<file path="config.mk">
export PLATFORM = sky130hd
export DESIGN_NAME = apb_slave_regfile
export DESIGN_NICKNAME = d
export VERILOG_FILES = /design/src/rtl/apb_slave_regfile.sv
export SDC_FILE = /design/constraint.sdc
export NUM_CORES = 1
export LEC_CHECK = 0
export ABC_AREA = 1
export BUFFER_PORTS_ARGS = -buffer_cell sky130_fd_sc_hd__buf_2
export CORE_ASPECT_RATIO = 2
export CORE_UTILIZATION = 45
export CTS_CLUSTER_DIAMETER = 120
export DETAILED_ROUTE_END_ITERATION = 10
export GPL_TIMING_DRIVEN = 1
export PLACE_DENSITY = 0.7
export REMOVE_ABC_BUFFERS = 1
export SLEW_MARGIN = 30
export SYNTH_ARGS = -nofsm -noshare
export SYNTH_HDL_FRONTEND = slang
export SYNTH_SLANG_ARGS = --single-unit
</file>
<file path="constraint.sdc">
create_clock -name PCLK -period 2.8 [get_ports PCLK]
set_clock_uncertainty 0.15 [all_clocks]
set_input_delay 0.28 -clock PCLK [delete_from_list [all_inputs] [get_ports PCLK]]
set_output_delay 0.28 -clock PCLK [all_outputs]
set_load 0.02 [all_outputs]
</file>
<file path="src/rtl/apb_slave_regfile.sv">
// APB slave register file: reg 0 is a read-only ID, regs 1..REG_NUM-1 are byte-strobed R/W; optional PSLVERR under `APB_SLV_ERR_EN.
// Latency: PREADY rises in ACCESS cycle WAIT_CYCLES+1 (WAIT_CYCLES=0 gives zero wait states).
// Backpressure: PREADY is held low for WAIT_CYCLES access cycles; dropping PSEL in ACCESS aborts with no commit.
module apb_slave_regfile #(
   parameter int          DATA_WIDTH  = 32,
   parameter int          ADDR_WIDTH  = 32,
   parameter int          REG_NUM     = 16,
   parameter int          WAIT_CYCLES = 2,
   parameter logic [31:0] ID_VAL      = 32'hA5B0_0001
) (
   input  logic                    PCLK,
   input  logic                    PRESET,
   input  logic                    PSEL,
   input  logic                    PENABLE,
   input  logic                    PWRITE,
   input  logic [ADDR_WIDTH-1:0]   PADDR,
   input  logic [DATA_WIDTH-1:0]   PWDATA,
   input  logic [DATA_WIDTH/8-1:0] PSTRB,
   output logic                    PREADY,
   output logic [DATA_WIDTH-1:0]   PRDATA
`ifdef APB_SLV_ERR_EN
   ,
   output logic                    PSLVERR
`endif
);

   localparam int IDX_W = $clog2(REG_NUM);
   localparam int NBYTE = DATA_WIDTH / 8;

   typedef enum logic {IDLE, ACCESS} state_t;

   state_t                cs_q, cs_d;
   logic [3:0]            cnt_q, cnt_d;
   logic [DATA_WIDTH-1:0] regs_q [REG_NUM];
   logic [DATA_WIDTH-1:0] regs_d [REG_NUM];

   logic [IDX_W-1:0]      idx;
   logic                  bad;
   logic                  commit;
   logic [DATA_WIDTH-1:0] rd_sel;

   assign idx    = PADDR[IDX_W+1:2];
   assign bad    = (PADDR[1:0] != 2'b00) || (PADDR[15:IDX_W+2] != '0) || (PWRITE && (idx == '0));
   assign PREADY = (cs_q == ACCESS) && (cnt_q == 4'd0);
   assign commit = PSEL && PENABLE && PREADY && PWRITE && !bad;

   always_comb begin
      cs_d  = cs_q;
      cnt_d = cnt_q;
      if (cs_q == IDLE) begin
         if (PSEL && !PENABLE) begin
            cs_d  = ACCESS;
            cnt_d = 4'(WAIT_CYCLES);
         end
      end else begin
         // completion and abort both end the transfer; only completion can commit
         if (!PSEL || (cnt_q == 4'd0)) begin
            cs_d  = IDLE;
            cnt_d = 4'd0;
         end else begin
            cnt_d = cnt_q - 4'd1;
         end
      end
   end

   always_comb begin
      regs_d = regs_q;
      if (commit) begin
         for (int k = 0; k < NBYTE; k++) begin
            if (PSTRB[k]) regs_d[idx][8*k +: 8] = PWDATA[8*k +: 8];
         end
      end
   end

   assign rd_sel = (idx == '0) ? ID_VAL[DATA_WIDTH-1:0] : regs_q[idx];
   assign PRDATA = (PREADY && !PWRITE && !bad) ? rd_sel : '0;

`ifdef APB_SLV_ERR_EN
   assign PSLVERR = PREADY && bad;
`endif

   generate
      if (ADDR_WIDTH > 16) begin : g_hi_addr
         logic unused_hi_addr;
         assign unused_hi_addr = ^PADDR[ADDR_WIDTH-1:16];
      end
   endgenerate

   always_ff @(posedge PCLK) begin
      if (PRESET) begin
         cs_q  <= IDLE;
         cnt_q <= 4'd0;
         for (int i = 0; i < REG_NUM; i++) regs_q[i] <= '0;
      end else begin
         cs_q  <= cs_d;
         cnt_q <= cnt_d;
         for (int i = 0; i < REG_NUM; i++) regs_q[i] <= regs_d[i];
      end
   end

endmodule

</file>
Word-level counts from Yosys, hierarchy flattened:

Cells that the tools add are included.

* $lt $le $gt $ge: 2
* $add $sub $neg: 1
* bitwise logic cells: 1
* reduce and logical (&&, ||, !) cells: 22
* muxes and demuxes: 30

Operators with widths (count)
* 2-to-1 mux 512 bit: 7
* bitwise mux 512 bit: 4
* demux 32 bit (select 4 bit): 4
* 2-to-1 mux 32 bit: 5
* binary-select mux 32 bit (select 4 bit): 1
* 2-to-1 mux 24 bit: 1
* 2-to-1 mux 16 bit: 1
* 2-to-1 mux 4 bit: 3
* logical AND 1 bit: 10
* nonzero test 10 bit: 1
* logical NOT 4 bit: 2
* 2-to-1 mux 8 bit: 1
* >= comparator 5 bit, second input constant: 1
* < comparator 5 x 1 -> 1 bit, second input constant: 1
* inverter 4 -> 5 bit: 1
* logical NOT 1 bit: 4
* nonzero test 2 bit: 2
* subtractor 4 x 1 -> 4 bit, second input constant: 1
* logical OR 1 bit: 3
* 2-to-1 mux 1 bit: 3

* word-level logic and storage cells: 74
* input port bits: 73
* output and inout bits: 33
* flip-flop bits (word level): 517

Longest topological paths before layout:

Gate-level depths: netlist of the first run.

* depth after elaboration: 16
* depth in mapped cells: 12
* gate-level depth less buffers: 9

Worst setup path before layout of the first run:

OpenSTA, ideal clock, no wires.

* path kind: register to output
* start: register cnt_q[0]
* end: output PRDATA[10]
* data arrival time: 1775 ps
* required time: 2370 ps
* path slack: 595 ps
* buffers on the path: 1
* stages on the path, launching flop included: 8
* path through: dfxtp_1 > inv_1 > ha_1 > nand2_1 > nor2_1 > nand4_1 > buf_2 > nor2_1

* longest elaborated chain between the ends: 5

Ends and longest elaborated chain
* from (decl): line 33 `logic [3:0] cnt_q, cnt_d;`
* from (signal assigned): line 96 `cnt_q <= cnt_d;`
* logical NOT 4 bit: line 44 `assign PREADY = (cs_q == ACCESS) && (cnt_q == 4'd0);`
* logical AND 1 bit: line 44
* net PREADY: line 19 `output logic PREADY,`
* logical AND 1 bit (2 in a row): line 76 `assign PRDATA = (PREADY && !PWRITE && !bad) ? rd_sel : '0;`
* 2-to-1 mux 32 bit: line 76
* to (decl): line 20 `output logic [DATA_WIDTH-1:0] PRDATA`

The timed path passes the listed nets, and every way through them passes these cells.

Worst setup path after layout of the first run:

* start: register cnt_q[0]
* end: output PRDATA[12]

* longest elaborated chain between the ends: 5

Ends and longest elaborated chain (line)
* logical NOT 4 bit: 44
* logical AND 1 bit: 44
* logical AND 1 bit (2 in a row): 76
* 2-to-1 mux 32 bit: 76

No other way between the ends.

==> results of run 1 <==
==> path summary, 6_finish.rpt <==
path	endpoint	cells after the start	startpoint	slack [ns]
worst max-delay path	PRDATA[12]	8	cnt_q[0]$_SDFFE_PP0P_	0.10
worst min-delay path	regs_q[460]$_SDFFE_PP0P_	4	PRESET	0.03
worst max register to register	regs_q[42]$_SDFFE_PP0P_	9	cnt_q[0]$_SDFFE_PP0P_	0.29
worst min register to register	regs_q[507]$_SDFFE_PP0P_	2	regs_q[507]$_SDFFE_PP0P_	0.27
==> area by class of cell <==
cell class	instances	area, sq um
fill	5541	27000
multi-input combinational	2651	12200
sequential	511	10200
timing repair buffer	206	1700
inverter	439	1660
clock buffer	68	1400
tap	744	931
clock inverter	13	125
antenna	1	2.50
==> where the power goes <==
group          internal, W  switching, W
clock              0.00363       0.00290
combinational     0.000190      0.000648
sequential         0.00727    0.00000235
total               0.0111       0.00355
==> cell usage after synthesis, types with 9 or more instances <==
master,instances
a21oi_1,130
a22oi_1,50
nor3_1,121
buf_2,74
dfxtp_1,511
o22ai_1,180
nand3_1,24
nand4_4,33
nand2_1,1019
inv_2,9
inv_1,428
o21ai_0,98
nor2_1,832
clkbuf_1,160
buf_1,10
nand4_1,128
nor2_2,12
==> registers in the layout (all words and copies together), names as in the netlist <==
register / cells
cnt_q: 4
cs_q: 1
regs_q: 506
==> routing by layer <==
metal	share of wire, %	up-vias	wire length [um]	GRT usage (%)
li1	-	12200	-	-
met1	40	11100	29500	29.4
met2	50	719	36900	45.5
met3	5.2	202	3830	3.13
met4	4.4	6	3260	13.2
met5	0.061	-	45	0
==> worst register-to-register path, cell delays in order, from the launching register on <==
cell	delay [ns]
dfxtp_1	0.31
inv_1	0.12
ha_1	0.17
nand2_1	0.12
nor3_4	0.17
buf_12	0.20
buf_12	0.32
nand4_2	0.52
nor2_1	0.26
nor2_1	0.07
==> repair_timing <==
action                     4_1_cts  5_1_grt
resized for setup                0        3
hold buffers                    26        0
hold endpoints to repair       363        0
setup endpoints to repair        0       26
setup buffers                    0        0
==> stage by stage <==
step                utilization [%]  hold slack [ns]  area (sq um)
global route                   51.1           0.0615         28200
floorplan                         -            0.199         24000
finish                         51.1           0.0349         28200
global placement               47.8            0.264         26400
detailed placement             47.8            0.263         26400
CTS                            51.0           0.0134         28200
==> cell families (layout without fill, tap and decap cells) <==
logic type	after synthesis	count (layout)
AOI/OAI and AO/OA	465	465
xor gates and xnor gates	1	1
adders and majority gates	2	2
buffers and inverters	696	726
DFF	511	511
other	0	1
and+or+nand+nor	2183	2183
==> results.toml, run 1 <==
[timing]
final.setup.worst_slack_ns = 0.101
fin_crit_ns = 2.70
rsz0062_at_grt = "true"
tns_ns = 0
maxSlewViolCount = 0
worst_slew_pin_slew_ns = 0.882
fin_crit_sh_pct = 96.4
fmax_mhz = 371
setup_violations = 0
slew_headroom_pct = 41.2
hold_viol = 0

[cells_and_area]
fin_cells = 4633
finalNetCount = 3929
post_route_cells_drive_above_1_share_pct = 8.44
area_growth_pct = 12.2
layout_common_cells = "nand2_1, nor2_1, dfxtp_1"
mostFrequentLayoutCell = "nand2_1"

[floorplanning]
dieWidth_um = 169
die_height_um = 336
rows = 122
design.core.area_sq_um = 55300
initial_core_util_pct = 45.5
fp.dieArea_sq_um = 56900
io_pins = 106

[global_route]
grt_overflow = 0
grt_pass1_vias = 22200
grt_max_degree = 149
antenna_found_initial = 3
track_usage_pct = 25.5
grt_pass1_wl_mm = 116

[clocking]
cts_tree = "built"
root_buffer = "clkbuf_16"
h-tree-depth = 2
clkSlewWorstSetupHoldPaths_ns = 0.07
cts_made_buffers = 45
clock_sinks = 511
clk_latency_ns = 0.57
cts.path.max_buffers = 3

[pwr]
power_w = 0.0146
power_density_nw_per_um2 = 519
leakage_nw = 13.5
peakVddDrop_v = 0.000429

[logic_synthesis]
synth_top_family_by_area = "simple AND/OR/NAND/NOR gates"
synth_area_per_cell_sq_um = 6.52
synth-simple-area-share_pct = 37.4
synth.yosys.seq_area_share_pct = 40.7
synth_xor_area_share_pct = 0.0348
synthCells = 3858
yosys.area.top_type_share_pct = 40.7
synthArstFlopShare_pct = 0
synth_cell_types = 33
synth_warnings = 0
synth_compound_area_share_pct = 10.7
synthAdderAreaFrac_pct = 0.0995
ys.flop_type = "dfxtp_1"
synth.top_cells.by_area = "dfxtp_1, nand2_1, nor2_1"
muxShareOfSynthArea_pct = 0
synth_edf_count = 0
yosysTopAreaCell = "dfxtp_1"
synthesis.area_sq_um = 25200
ys_seq_elements = 511

[worst_setup_path]
required_ns = 2.37
end_kind = "output port"
path_delay_family = "simple AND/OR/NAND/NOR gates"
critPathKind = "flop to output port"
path_max_fanout = 8
cp_num_buf_inv = 3
cp-start-kind = "flop"
slowest_stage = "dfxtp_1"
cpPeakStageDelay_ns = 0.31
worstPathArrival_ns = 2.27
cp_cell_sequence = "inv_1 -> ha_1 -> nand2_1 -> nor2_2 -> nand4_1 -> buf_4 -> nor2_1 -> buf_2"

[placed_design]
dp.cells = 4525
gp_congestion = 0.899
pre_cts_ws_ns = 0.212
portBuffers = 89
hpwlAfterDp_mm = 46.1

[routing]
drc_errors = 0
routed_wl_mm = 73.5
vias = 24200
drt_iter0_markers = 2014
wl_per_cell_um = 15.9
drtPass1Iterations = 7
via_per_inst = 5.22
antenna_left = 0

[job]
maxCapViolCount = 0

[min_path]
hold_path_class = "input pin to flop"

[run_status]
status = "complete, no violations"
Power figures use the tool's default switching activity.
==> inputs of run 2 (changes only) <==
Settings changed: ABC_AREA 1 to 0.
==> run 2 against run 1 <==
Compared with the run above: global-route usage fell by 2.9 points; critical path depth rose by 1; register-to-register slack got worse by 0.16 ns; worst setup slack got worse by 0.098 ns; sequential cell count fell by 2; cell count fell by 40%; maximum frequency fell by 3.5%; critical path type unchanged; critical endpoint unchanged.
==> results.toml, run 2 <==
[run_status]
status = "complete, no violations"

[clocking]
clkSlewWorstSetupHoldPaths_ns = 0.06
root_buffer = "clkbuf_16"
clock_sinks = 509
clk_latency_ns = 0.57
cts.path.max_buffers = 3
h-tree-depth = 2
cts_tree = "built"
cts_made_buffers = 45

[global_route]
grt_max_degree = 73
grt_pass1_vias = 16500
track_usage_pct = 22.5
grt_overflow = 0
antenna_found_initial = 0
grt_pass1_wl_mm = 92.5

[timing]
setup_violations = 0
final.setup.worst_slack_ns = 0.00329
fmax_mhz = 358
hold_viol = 0
worst_slew_pin_slew_ns = 0.963
fin_crit_sh_pct = 99.9
rsz0062_at_grt = "true"
tns_ns = 0
maxSlewViolCount = 0
slew_headroom_pct = 35.7
fin_crit_ns = 2.80

[logic_synthesis]
synth_common_cells = "mux2i_1, nand2b_1, dfxtp_1"
yosysTopAreaCell = "dfxtp_1"
synthArstFlopShare_pct = 0
yosys.area.top_type_share_pct = 43.2
yosysMostFrequentCell = "mux2i_1"
synthCells = 2041
synth.yosys.seq_area_share_pct = 43.2
synth_area_per_cell_sq_um = 11.6
ys_seq_elements = 509
synth_warnings = 0
ys.flop_type = "dfxtp_1"
synth_edf_count = 0
synth_cell_types = 36
synthesis.area_sq_um = 23600
synth.top_cells.by_area = "dfxtp_1, mux2i_1, nand2b_1"

[routing]
drt_iter0_markers = 792
drtPass1Iterations = 5
wl_per_cell_um = 21.3
drc_errors = 0
via_per_inst = 5.53
vias = 15500
routed_wl_mm = 59.5
antenna_left = 0

[cells_and_area]
regArea_sq_um = 10200
finalNetCount = 2181
largest_reg_flops = 504
area_growth_pct = 13.6
regMostFlops = "regs_q"
design_area_sq_um = 26800
multi_input_comb_area_sq_um = 12900
mostFrequentLayoutCell = "mux2i_1"
post_route_cells_drive_above_1_share_pct = 20.9
n_antenna_cell = 0
fillers = 4484
fin_util_pct = 51.7
top_regs = "regs_q (504), cnt_q (4), cs_q (1)"
layout_common_cells = "mux2i_1, nand2b_1, dfxtp_1"

[floorplanning]
dieWidth_um = 164
initial_core_util_pct = 45.5
design.core.area_sq_um = 51800
io_pins = 106
rows = 118
fp.dieArea_sq_um = 53400
die_height_um = 326

[worst_setup_path]
cp_cell_sequence = "inv_2 -> ha_4 -> nand4bb_4 -> nor3_2 -> o211ai_1 -> buf_6 -> o22ai_1 -> buf_4 -> buf_2"
cpPeakStageDelay_ns = 0.33
path_max_fanout = 12
slowest_stage = "dfxtp_1"
end_kind = "output port"
required_ns = 2.37
critPathKind = "flop to output port"
worstPathArrival_ns = 2.37
cp-start-kind = "flop"

[placed_design]
dpl-instance-area_sq_um = 25000
gp_congestion = 0.841
pre_cts_ws_ns = 0.0871
hpwlAfterDp_mm = 39.3
portBuffers = 89

[job]
maxCapViolCount = 0

[pwr]
peakVddDrop_v = 0.000348
leakage_nw = 12.4
power_density_nw_per_um2 = 530

[min_path]
hold_path_class = "input pin to flop"
[run 2: cell types whose count changed after synthesis, sizes merged, moves of 120 or more]
| cell | delta |
|---|---|
| nand2 | -962 |
| nor2 | -841 |
| mux2i | +544 |
| nand2b | +517 |
| inv | -426 |
| nand4 | -169 |
| o22ai | -148 |
| mux4 | +120 |
[run 2: logic make-up after synthesis]
group           after synthesis  synth area share (%)
mux                         664                  34.5
buf+inv                     163                  2.89
fa+ha+maj                     2                 0.106
compound gates               55                  1.52
simple gates                648                  17.8
flops                       509                  43.2
[run 2: critical path: cells and delay by family (launching register included)]
| kind | cells | cell delay, ns |
|---|---|---|
| AO/OA/AOI/OAI | 2 | 0.35 |
| adder cells (fa/ha/maj) | 1 | 0.15 |
| buffers and inverters | 4 | 0.63 |
| flip-flops | 1 | 0.33 |
| AND/OR/NAND/NOR | 2 | 0.34 |
[run 2: power breakdown]
| group | internal [W] | switching (W) | leakage (nW) | total, W |
|---|---|---|---|---|
| registers | 0.00724 | 0.00000290 | 4.10 | 0.00724 |
| logic | 0.000318 | 0.000426 | 7.55 | 0.000745 |
| clock network | 0.00347 | 0.00276 | 0.714 | 0.00623 |
| total | 0.0110 | 0.00319 | 12.4 | 0.0142 |
[run 2: worst paths after layout]
path	start	endpoint	slack, ns	cells after the start
worst max-delay path	cnt_q[1]$_SDFFE_PP0P_	PRDATA[12]	0.003	9
worst max register to register	cnt_q[1]$_SDFFE_PP0P_	regs_q[55]$_SDFFE_PP0P_	0.13	8
worst min-delay path	PSEL	cnt_q[0]$_SDFFE_PP0P_	0.08	4
worst min register to register	regs_q[502]$_SDFFE_PP0P_	regs_q[502]$_SDFFE_PP0P_	0.32	1
[run 2: area by class of cell]
type                            instances  share of cell area, %
Sequential cell                       509                   38.0
Timing Repair Buffer                  170                   5.18
Multi-Input combinational cell       1369                   48.2
Clock inverter                         13                  0.471
Clock buffer                           63                   4.94
Tap cell                              660                   3.08
Inverter                               11                  0.154
[run 2: per-stage QoR]
| step | hold WS [ns] | power (W) | std cells |
|---|---|---|---|
| after CTS | 0.0464 | 0.0143 | 2792 |
| after floorplan | 0.199 | 0.00774 | 1889 |
| final | 0.0842 | 0.0142 | 2795 |
| after global routing | 0.0711 | 0.0147 | 2795 |
| after detailed placement | 0.306 | 0.00814 | 2710 |
| after global placement | 0.297 | 0.00813 | 2710 |
[run 2: what timing repair did]
action,in CTS,in global routing
cloned,1,0
setup buffers,3,3
hold buffers,2,0
setup endpoints to repair,32,40
gates resized for setup,44,19
pin swaps,1,1
hold endpoints to repair,1,0
[run 2: routing by layer]
metal	vias up	wire [um]	GRT usage [%]
met4	0	2190	9.30
li1	7256	-	-
met5	-	0	0
met1	7768	23800	26.5
met3	115	2320	2.93
met2	328	31100	40.5
==> inputs of run 3 (changes only) <==
Settings changed: CORE_UTILIZATION 45 to 59, PLACE_DENSITY 0.7 to 0.86, REMOVE_ABC_BUFFERS 1 to unset.
==> run 3 against run 2 <==
Compared with the run above: the flow now finishes with violations (negative setup slack); worst setup slack worse by 0.015 ns; power is 0.28% higher; die area fell by 24%; first-iteration DRC count is 39% higher; non-clock buffer count is 8 lower; sequential power about the same; design area is 0.93% lower; via count is 2.7% higher; register-to-register slack lost 0.14 ns; critical path type is now flop to flop.
==> results.toml, run 3 (synthesized netlist as in run 2, its figures left out) <==
[global_route]
antenna_found_initial = 0
grt_overflow = 0
grt_pass1_wl_mm = 90.6
grt_max_degree = 73
grt_pass1_vias = 17300
track_usage_pct = 28.6

[clocking]
cts_made_buffers = 42
clkSlewWorstSetupHoldPaths_ns = 0.07
clock_sinks = 509
h-tree-depth = 2
clk_latency_ns = 0.55
cts.path.max_buffers = 3
root_buffer = "clkbuf_16"
cts_tree = "built"

[floorplanning]
design.core.area_sq_um = 39400
dieWidth_um = 143
fp.dieArea_sq_um = 40800
initial_core_util_pct = 59.8
io_pins = 106
rows = 103
die_height_um = 285

[job]
maxCapViolCount = 0

[placed_design]
dpl-instance-area_sq_um = 24800
portBuffers = 89
hpwlAfterDp_mm = 36.7
gp_congestion = 0.805

[timing]
final.setup.worst_slack_ns = -0.0122
fmax_mhz = 356
maxSlewViolCount = 0
worst_slew_pin_slew_ns = 0.703
hold_viol = 0
fin_crit_ns = 2.81
slew_headroom_pct = 52.8
rsz0062_at_grt = "true"
timing.hold.ws_ns = 0.0712
fin_crit_sh_pct = 100
setup_violations = 6

[min_path]
hp-start = "PSEL"
hold_depth = 4
hold_path_end = "cnt_q[1]$_SDFFE_PP0P_"
hold_path_class = "input pin to flop"

[cells_and_area]
area_growth_pct = 12.6
largest_reg_flops = 504
mostFrequentLayoutCell = "mux2i_1"
top_regs = "regs_q (504), cnt_q (4), cs_q (1)"
finalNetCount = 2170
layout_common_cells = "mux2i_1, nand2b_1, dfxtp_1"
n_antenna_cell = 0
design_area_sq_um = 26600
fillers = 2832
post_route_cells_drive_above_1_share_pct = 20.3
regMostFlops = "regs_q"

[worst_setup_path]
critPathKind = "flop to flop"
worstPathArrival_ns = 3.07
slowest_stage = "nor4_2"
cpPeakStageDelay_ns = 0.65
path_max_fanout = 15
cp_num_buf_inv = 3
rr_startpoint = "cnt_q[0]$_SDFFE_PP0P_"
cp.depth = 8
end_kind = "flop"
required_ns = 3.06
cp-start-kind = "flop"
r2r_slack_ns = -0.01
worstRegToRegCells = 8
path_delay_family = "simple AND/OR/NAND/NOR gates"
r2r_end = "regs_q[148]$_SDFFE_PP0P_"
cp_cell_sequence = "inv_2 -> ha_4 -> nand4bb_4 -> buf_12 -> buf_4 -> nor4_2 -> nand2_1 -> mux2i_1"

[logic_synthesis]
syn-num-nets = 2116

[pwr]
leakage_nw = 12.3
swShare_pct = 21.7
power_density_nw_per_um2 = 537
peakVddDrop_v = 0.000491
p_sw_w = 0.00310
seqPwrFrac_pct = 50.8
cellInternalPower_w = 0.0112
pwr-share-comb_pct = 5.2
clkPwrFrac_pct = 44.1

[routing]
drtPass1Iterations = 5
wl_per_cell_um = 21.6
routed_wl_mm = 57.3
antenna_left = 0
drc_errors = 0
drt_iter0_markers = 1104
via_per_inst = 6.00
vias = 15900

[run_status]
status = "finished with violations"
violations = "negative setup slack"
==> run 3: what timing repair did <==
| item | 4_1_cts | 5_1_grt |
|---|---|---|
| setup buffers | 3 | 0 |
| hold buffers | 3 | 0 |
| gates resized for setup | 32 | 28 |
| gates cloned | 1 | 0 |
| pin swaps | 0 | 1 |
| endpoints found under the setup margin | 32 | 49 |
| hold endpoints to repair | 3 | 0 |
==> run 3: tightest hold or removal path: stages <==
cell	delay, ns
buf_2	0.12
nand3_1	0.16
o22a_1	0.16
nor2_1	0.04
==> run 3: per-layer routing <==
metal  vias to the layer above  share of wire, %  GRT usage, %
met4                         0               5.7          16.8
met5                         -                 0             0
met1                      8022                38          31.9
met3                       171               3.9          3.68
li1                       7241                 -             -
met2                       455                53          51.3
==> run 3: power groups by stage <==
| stage | Sequential [W] | Combinational, W | Clock [W] |
|---|---|---|---|
| after floorplan | 0.00741 | 0.000514 | 0 |
| after global placement | 0.00741 | 0.000699 | 0 |
| after detailed placement | 0.00741 | 0.000717 | 0 |
| after CTS | 0.00724 | 0.000729 | 0.00633 |
| after global routing | 0.00724 | 0.000778 | 0.00663 |
| final | 0.00724 | 0.000734 | 0.00628 |
==> run 3: worst max path at each step <==
stage | end | startpoint
floorplan | PRDATA[10] | cnt_q[0]$_SDFFE_PP0P_
finish | regs_q[148]$_SDFFE_PP0P_ | cnt_q[0]$_SDFFE_PP0P_
global placement | regs_q[35]$_SDFFE_PP0P_ | PADDR[2]
global route | regs_q[149]$_SDFFE_PP0P_ | cnt_q[0]$_SDFFE_PP0P_
CTS | PRDATA[26] | cnt_q[0]$_SDFFE_PP0P_
detailed placement | regs_q[32]$_SDFFE_PP0P_ | PADDR[2]
==> run 3: layout make-up <==
type	instances	area, sq um	area share, %
well taps	525	657	2.47
flip-flops and latches	509	10200	38.4
clock buffers	60	1260	4.75
clock inverters	13	199	0.749
inverters	11	41.3	0.155
repair buffers	162	1330	4.99
multi-input cells	1369	12900	48.5
==> run 3: metrics by stage <==
stage | TNS [ns] | total power [W] | utilization, % | instances | setup slack [ns]
5_1_grt | -1.92 | 0.0146 | 67.3 | 2649 | -0.0965
3_3_place_gp | 0 | 0.00810 | 62.8 | 2569 | 0.183
4_1_cts | 0 | 0.0143 | 67.1 | 2649 | 0.00488
2_1_floorplan | 0 | 0.00792 | - | 2041 | 0.341
6_report | -0.0271 | 0.0143 | 67.3 | 2649 | -0.0122
3_5_place_dp | 0 | 0.00812 | 62.8 | 2569 | 0.112
